<file path="config.mk">
export PLATFORM = sky130hd
export DESIGN_NAME = rob_retire
export DESIGN_NICKNAME = d
export VERILOG_FILES = /design/src/rtl/rob_retire.sv
export SDC_FILE = /design/constraint.sdc
export NUM_CORES = 1
export LEC_CHECK = 0
export CAP_MARGIN = 20
export CORE_AREA = 10 10 157 159
export CTS_CLUSTER_DIAMETER = 200
export DETAILED_ROUTE_END_ITERATION = 8
export DIE_AREA = 0 0 167 169
export HOLD_SLACK_MARGIN = 0.08
export PLACE_DENSITY = 0.79
export SKIP_CTS_REPAIR_TIMING = 1
export SLEW_MARGIN = 20
export SYNTH_ARGS = -nofsm -noshare
export SYNTH_HDL_FRONTEND = slang
export SYNTH_SLANG_ARGS = --single-unit
</file>
<file path="constraint.sdc">
create_clock -name clk -period 14.7 [get_ports clk]
set_input_delay 2.205 -clock clk [delete_from_list [all_inputs] [get_ports clk]]
set_output_delay 2.205 -clock clk [all_outputs]
set_load 0.05 [all_outputs]
</file>
<file path="src/rtl/rob_retire.sv">
// rob_retire: 2-wide in-order retire stage (reorder buffer).
// Accepts up to two renamed instructions per cycle in program order, marks
// entries complete from two writeback ports, and retires up to two completed
// instructions per cycle from the head, returning each retired instruction's
// previous physical destination to the rename free pool.
module rob_retire #(
    parameter int DEPTH  = 16,
    parameter int IDX_W  = 4,
    parameter int PREG_W = 6
) (
    input  logic              clk,
    input  logic              rst,
    input  logic              alloc_en_1,
    input  logic              alloc_has_rd_1,
    input  logic [PREG_W-1:0] alloc_pd_1,
    input  logic [PREG_W-1:0] alloc_old_pd_1,
    input  logic              alloc_en_2,
    input  logic              alloc_has_rd_2,
    input  logic [PREG_W-1:0] alloc_pd_2,
    input  logic [PREG_W-1:0] alloc_old_pd_2,
    output logic              alloc_ready,
    output logic [IDX_W-1:0]  rob_idx_1,
    output logic [IDX_W-1:0]  rob_idx_2,
    input  logic              cmpl_en_a,
    input  logic [IDX_W-1:0]  cmpl_idx_a,
    input  logic              cmpl_en_b,
    input  logic [IDX_W-1:0]  cmpl_idx_b,
    output logic              rt_flag_1,
    output logic [PREG_W-1:0] fp_i_1,
    output logic              rt_flag_2,
    output logic [PREG_W-1:0] fp_i_2,
    output logic [1:0]        retire_cnt,
    output logic [IDX_W:0]    count
);

    // Per-entry state
    logic [DEPTH-1:0]             r_valid;
    logic [DEPTH-1:0]             r_done;
    logic [DEPTH-1:0]             r_has_rd;
    logic [DEPTH-1:0][PREG_W-1:0] r_pd;
    logic [DEPTH-1:0][PREG_W-1:0] r_old_pd;

    // Pointers and occupancy
    logic [IDX_W-1:0] r_head;
    logic [IDX_W-1:0] r_tail;
    logic [IDX_W:0]   r_count;

    // Registered retire outputs
    logic              r_rt_flag_1;
    logic              r_rt_flag_2;
    logic [PREG_W-1:0] r_fp_i_1;
    logic [PREG_W-1:0] r_fp_i_2;
    logic [1:0]        r_retire_cnt;

    logic [IDX_W-1:0] w_head_p1;
    logic [IDX_W-1:0] w_tail_p1;
    logic             w_ready;
    logic             w_acc1;
    logic             w_acc2;
    logic             w_r1;
    logic             w_r2;
    logic             w_free1;
    logic             w_free2;
    logic [IDX_W:0]   w_count_nxt;

    // The new pd is kept with each entry for debug/recovery visibility; no
    // logic in this stage consumes it.
    logic w_unused_pd;
    assign w_unused_pd = ^r_pd;

    // Allocation acceptance, retire selection and next occupancy
    always_comb begin
        w_head_p1 = r_head + IDX_W'(1);
        w_tail_p1 = r_tail + IDX_W'(1);
        w_ready   = (r_count <= (IDX_W+1)'(DEPTH - 2));
        w_acc1    = alloc_en_1 & w_ready;
        w_acc2    = w_acc1 & alloc_en_2;
        w_r1      = r_valid[r_head] & r_done[r_head];
        // head+1 is only a candidate when it lies before the tail
        w_r2      = w_r1 & (r_count >= (IDX_W+1)'(2))
                  & r_valid[w_head_p1] & r_done[w_head_p1];
        w_free1   = w_r1 & r_has_rd[r_head];
        w_free2   = w_r2 & r_has_rd[w_head_p1];
        w_count_nxt = r_count + (IDX_W+1)'(w_acc1) + (IDX_W+1)'(w_acc2)
                    - (IDX_W+1)'(w_r1) - (IDX_W+1)'(w_r2);
    end

    // Output drive
    always_comb begin
        alloc_ready = w_ready;
        rob_idx_1   = r_tail;
        rob_idx_2   = alloc_en_1 ? w_tail_p1 : r_tail;
        rt_flag_1   = r_rt_flag_1;
        rt_flag_2   = r_rt_flag_2;
        fp_i_1      = r_fp_i_1;
        fp_i_2      = r_fp_i_2;
        retire_cnt  = r_retire_cnt;
        count       = r_count;
    end

    // Control state: valid/done flags, pointers, count and retire outputs.
    // Update order matters: completions first, then retire clears, then
    // allocation writes, so a freshly allocated slot always starts not-done.
    always_ff @(posedge clk) begin
        if (rst) begin
            r_valid      <= '0;
            r_done       <= '0;
            r_head       <= '0;
            r_tail       <= '0;
            r_count      <= '0;
            r_rt_flag_1  <= 1'b0;
            r_rt_flag_2  <= 1'b0;
            r_fp_i_1     <= '0;
            r_fp_i_2     <= '0;
            r_retire_cnt <= '0;
        end else begin
            if (cmpl_en_a && r_valid[cmpl_idx_a]) r_done[cmpl_idx_a] <= 1'b1;
            if (cmpl_en_b && r_valid[cmpl_idx_b]) r_done[cmpl_idx_b] <= 1'b1;
            if (w_r1) begin
                r_valid[r_head] <= 1'b0;
                r_done[r_head]  <= 1'b0;
            end
            if (w_r2) begin
                r_valid[w_head_p1] <= 1'b0;
                r_done[w_head_p1]  <= 1'b0;
            end
            if (w_acc1) begin
                r_valid[r_tail] <= 1'b1;
                r_done[r_tail]  <= 1'b0;
            end
            if (w_acc2) begin
                r_valid[w_tail_p1] <= 1'b1;
                r_done[w_tail_p1]  <= 1'b0;
            end
            r_head       <= r_head + IDX_W'(w_r1) + IDX_W'(w_r2);
            r_tail       <= r_tail + IDX_W'(w_acc1) + IDX_W'(w_acc2);
            r_count      <= w_count_nxt;
            r_rt_flag_1  <= w_free1;
            r_rt_flag_2  <= w_free2;
            r_fp_i_1     <= w_free1 ? r_old_pd[r_head]    : '0;
            r_fp_i_2     <= w_free2 ? r_old_pd[w_head_p1] : '0;
            r_retire_cnt <= 2'(w_r1) + 2'(w_r2);
        end
    end

    // Entry payload capture on accepted allocation
    always_ff @(posedge clk) begin
        if (w_acc1) begin
            r_has_rd[r_tail] <= alloc_has_rd_1;
            r_pd[r_tail]     <= alloc_pd_1;
            r_old_pd[r_tail] <= alloc_old_pd_1;
        end
        if (w_acc2) begin
            r_has_rd[w_tail_p1] <= alloc_has_rd_2;
            r_pd[w_tail_p1]     <= alloc_pd_2;
            r_old_pd[w_tail_p1] <= alloc_old_pd_2;
        end
    end

endmodule

</file>
Yosys cells after proc, flatten, opt, wreduce, memory -nomap -nowiden
Cells that the tools add are included.

operators by class
  add/subtract/negate cells = 11
  order comparisons = 14
  multiplexer cells = 63
  bitwise gates (word level) = 24
  reduce and logical (&&, ||, !) cells = 10

operator list
  cell                                                             count
  2-to-1 mux 16 bit                                                20
  bitwise mux 96 bit                                               2
  2-to-1 mux 96 bit                                                2
  AND 16 bit                                                       6
  NOT 16 bit                                                       4
  bitwise OR 16 bit                                                4
  binary-select mux 6 bit (select 4 bit)                           2
  demux 6 bit (select 4 bit)                                       2
  binary-select mux 1 bit (select 4 bit)                           8
  bitwise mux 16 bit                                               2
  < comparator 4 x 5 -> 1 bit (second input constant)              6
  demux 1 bit (select 4 bit)                                       6
  >= comparator 4 x 1 -> 1 bit (second input constant)             6
  2-to-1 mux 6 bit                                                 4
  adder 4 x 1 -> 4 bit                                             4
  2-to-1 mux 1 bit                                                 14
  adder 5 x 1 -> 5 bit                                             2
  subtractor 5 x 1 -> 5 bit                                        2
  adder 4 x 1 -> 4 bit (second input constant)                     2
  AND 1 bit                                                        8
  logical AND 1 bit                                                8
  >= comparator 5 x 2 -> 1 bit (second input constant)             1
  less-or-equal comparator 5 x 4 -> 1 bit (second input constant)  1
  2-to-1 mux 4 bit                                                 1
  3 further kinds                                                  5

word-level totals
  flip-flop bits (word level) = 173
  output and inout port bits = 30
  logic and storage cells = 149

Depth between registers and ports, before layout
  word-level depth = 21
  gate-level depth with buffers = 21
  depth with buffers taken out = 16

Worst setup path before layout
No wires, ideal clock.

  path type = input port to output port
  start point = input alloc_en_1
  end point = output rob_idx_2[3]
  arrival time = 3.683 ns
  data required time = 12.495 ns
  setup slack = 8.812 ns
  cell stages on the path = 4
  cells stage by stage = clkbuf_1 clkbuf_1 nand4_1 xnor2_1

between the ends
  word-level cells in the longest chain between the ends = 1

ends and longest elaborated chain
  what                RTL line  text
  start: declaration  13        input logic alloc_en_1,
  2-to-1 mux 4 bit    92        rob_idx_2 = alloc_en_1 ? w_tail_p1 : r_tail;
  end: declaration    23        output logic [IDX_W-1:0] rob_idx_2,

No other way between the ends.

Worst setup path in the final report
  start point = input alloc_en_1
  end point = output rob_idx_2[2]

The elaborated chain is that of the path after synthesis.

==> reports/results.ini <==
[synth]
yosysMostFrequentCell = dfxtp_1
synth_xor_area_share_pct = 1.32
synthCells = 1016
syn-num-nets = 1085
ys_seq_elements = 173
synthArstFlopShare_pct = 0
synth_top_family_by_area = multiplexers
synth_compound_area_share_pct = 8.31
synth_edf_count = 0
synthTopCellsByArea = dfxtp_1 (33%), mux4_2 (18%), mux2_2 (10%)
synth_ff_type = dfxtp_1
ys_seq_area_share_pct = 32.7
ys_types = 53
synthAdderAreaFrac_pct = 3.71
yosys.area.top_type_share_pct = 32.7
yosysTopAreaCell = dfxtp_1
yosys-top-cells-count = dfxtp_1 (173), mux2_2 (98), nand3_1 (98)
avgSynthCellArea_sq_um = 10.4
ys_warn_count = 0
synth_area_sq_um = 10600
synthMuxAreaShare_pct = 34.8
yosys.area_share.simple_pct = 14.9

[critical_path]
crit_arrival_ns = 4.63
endpoint_kind = output port
crit_path_top_delay_cell = clkdlybuf4s50_1
path_class = in -> out
critPathTopFamily = buffers and inverters
reg2reg_from = r_head[0]$_SDFF_PP0_
startpoint_type = input port
max_stage_delay_ns = 1.03
crit_top_cell = clkdlybuf4s50_1
reg2regPathDepth = 15
cp_max_fo = 27
r2r_slack_ns = 8.30
cp_num_buf_inv = 2
worstPathRequired_ns = 12.49
rr_endpoint = count[3]$_SDFF_PP0_
path_cells = clkdlybuf4s50_1 > nand2_1 > xnor2_1 > clkdlybuf4s50_1

[grt]
gr-total-overflow = 0
first_global_vias = 8885
grt_max_degree = 46
antenna_found_initial = 0
track_usage_pct = 22.8
grt_pass1_wl_microns = 51200

[timing]
skew_ns = 0.00907
rsz0062_at_grt = false
fin_tns_setup_ns = 0
timing.fmax_ghz = 0.146
tightestPinTransition_ns = 1.28
finalCriticalPeriod_ns = 6.83
maxSlewHeadroom_pct = 14.1
drv_slew = 0
fin_crit_sh_pct = 46.5
worst_hold_slack_ns = 0.533
final-hold-violation-count = 0
finalSetupViolations = 0

[hold_path]
worstHoldEndpoint = r_valid[11]$_SDFF_PP0_
worstHoldStart = r_valid[11]$_SDFF_PP0_
hold_class = reg -> reg
whs_path_depth = 2

[floorplan]
num_io_pins = 70
die_x_microns = 167
core_sq_um = 21600
rows = 54
die_h_microns = 169
start_util_pct = 49.1
dieArea_sq_um = 28200

[cts]
clk_latency_ns = 0.44
cts_num_sinks = 173
cts_buffers = 17
clock-root-buffer = clkbuf_16
cts_tree = done
cts.path.max_buffers = 2
clk_pin_slew_ns = 0.06
htreeDepth = 4

[run_status]
status = finished clean

[placement]
finalWeightedCongestion = 0.962
dpl_cell_area_sq_um = 11200
dpl.cell_count = 1274
dp_hpwl_microns = 22100
portBuffers = 57

[finish]
fin_util_pct = 54.8
n_antenna_cell = 0
nNetsFinal = 1083
register_area_sq_um = 3470
fin_area_sq_um = 11800
area_growth_pct = 11.5
multiInputGateArea_sq_um = 6700
final_cells = 1307
drive_gt1_share_pct = 23.9
fill_cells = 1764

[detailed_routing]
drc = 0
ant_nets = 0
drtPass1Iterations = 7
drt-total-wl_microns = 33300
routed_via_density = 6.90
drtIter0Drc = 1472
wl_per_cell_microns = 25.5
vias = 9021

[job]
max_cap_viol_count = 0

[power_and_ir_drop]
power_density_nw_per_um2 = 128
vdd_drop_max_mv = 0.0713
p_leak_nw = 3.87

metrics by stage:
step	setup WS, ns	power [mW]
floorplan	8.81	0.944
global placement	7.92	1.05
detailed placement	7.94	1.07
CTS	7.92	1.50
global route	7.71	1.56
finish	7.87	1.51
cell type report:
class                           count  area share (%)
Clock buffer                       19            3.75
Clock inverter                     13           0.912
Inverter                           19           0.604
Multi-Input combinational cell    734            56.8
Sequential cell                   173            29.4
Tap cell                          280            2.97
Timing Repair Buffer               69            5.60
metal layers:
| layer | up-vias | GRT usage (%) | wire length (microns) |
|---|---|---|---|
| li1 | 3860 | - | - |
| met1 | 4330 | 27.6 | 12500 |
| met2 | 676 | 36.1 | 15100 |
| met3 | 155 | 6.72 | 3960 |
| met4 | 0 | 11.8 | 1660 |
| met5 | - | 0 | 0 |
worst register-to-register path: cells and delay by family (launching register included):
kind / cells / cell delay (ns)
compound gates: 2 / 1.14
xor+xnor: 1 / 0.18
fa+ha+maj: 6 / 2.13
buf+inv: 4 / 1.76
flops: 1 / 0.65
mux: 1 / 0.39
simple gates: 1 / 0.05
cell families after synthesis:
kind of cell | Yosys count
buf+inv | 109
simple gates | 293
fa+ha+maj | 29
xor+xnor | 13
flops | 173
mux | 248
compound gates | 151
how the worst max path moves through the flow:
stage / startpoint / to / depth (start not counted)
after floorplan: alloc_en_1 / rob_idx_2[3] / 4
after global placement: alloc_en_1 / rob_idx_2[2] / 4
after detailed placement: alloc_en_1 / rob_idx_2[2] / 4
after CTS: alloc_en_1 / rob_idx_2[2] / 4
after global routing: alloc_en_1 / rob_idx_2[2] / 4
final: alloc_en_1 / rob_idx_2[2] / 4
where the power goes:
part | switching, mW | internal (mW) | leakage (nW)
combinational | 0.219 | 0.233 | 2.18
sequential | 0.0722 | 0.555 | 1.41
clock | 0.205 | 0.225 | 0.277
cells in the final DEF (no fill, tap or decap), types with 9 or more instances in the layout:
cell / instances
xnor2_1: 9
and3_1: 19
nor2b_1: 22
clkdlybuf4s50_1: 57
a41oi_1: 10
o22ai_1: 16
ha_1: 25
buf_4: 12
nand2_1: 58
o21ai_0: 43
o21ai_1: 37
nor4_1: 25
clkbuf_16: 17
nand3_1: 98
a21oi_1: 21
mux4_2: 86
nor2_1: 27
mux2_2: 98
mux2i_1: 64
inv_1: 16
dfxtp_1: 171
nand4_1: 9
state kept, by name, summed over array words and instances (netlist names):
name / cells
fp_i_2: 6
rt_flag_2: 1
rob_idx_1: 4
count: 5
r_head: 4
fp_i_1: 6
r_old_pd: 96
r_done: 16
rt_flag_1: 1
r_has_rd: 16
r_valid: 16
retire_cnt: 2
No activity file was read; power rests on OpenSTA's default activity.
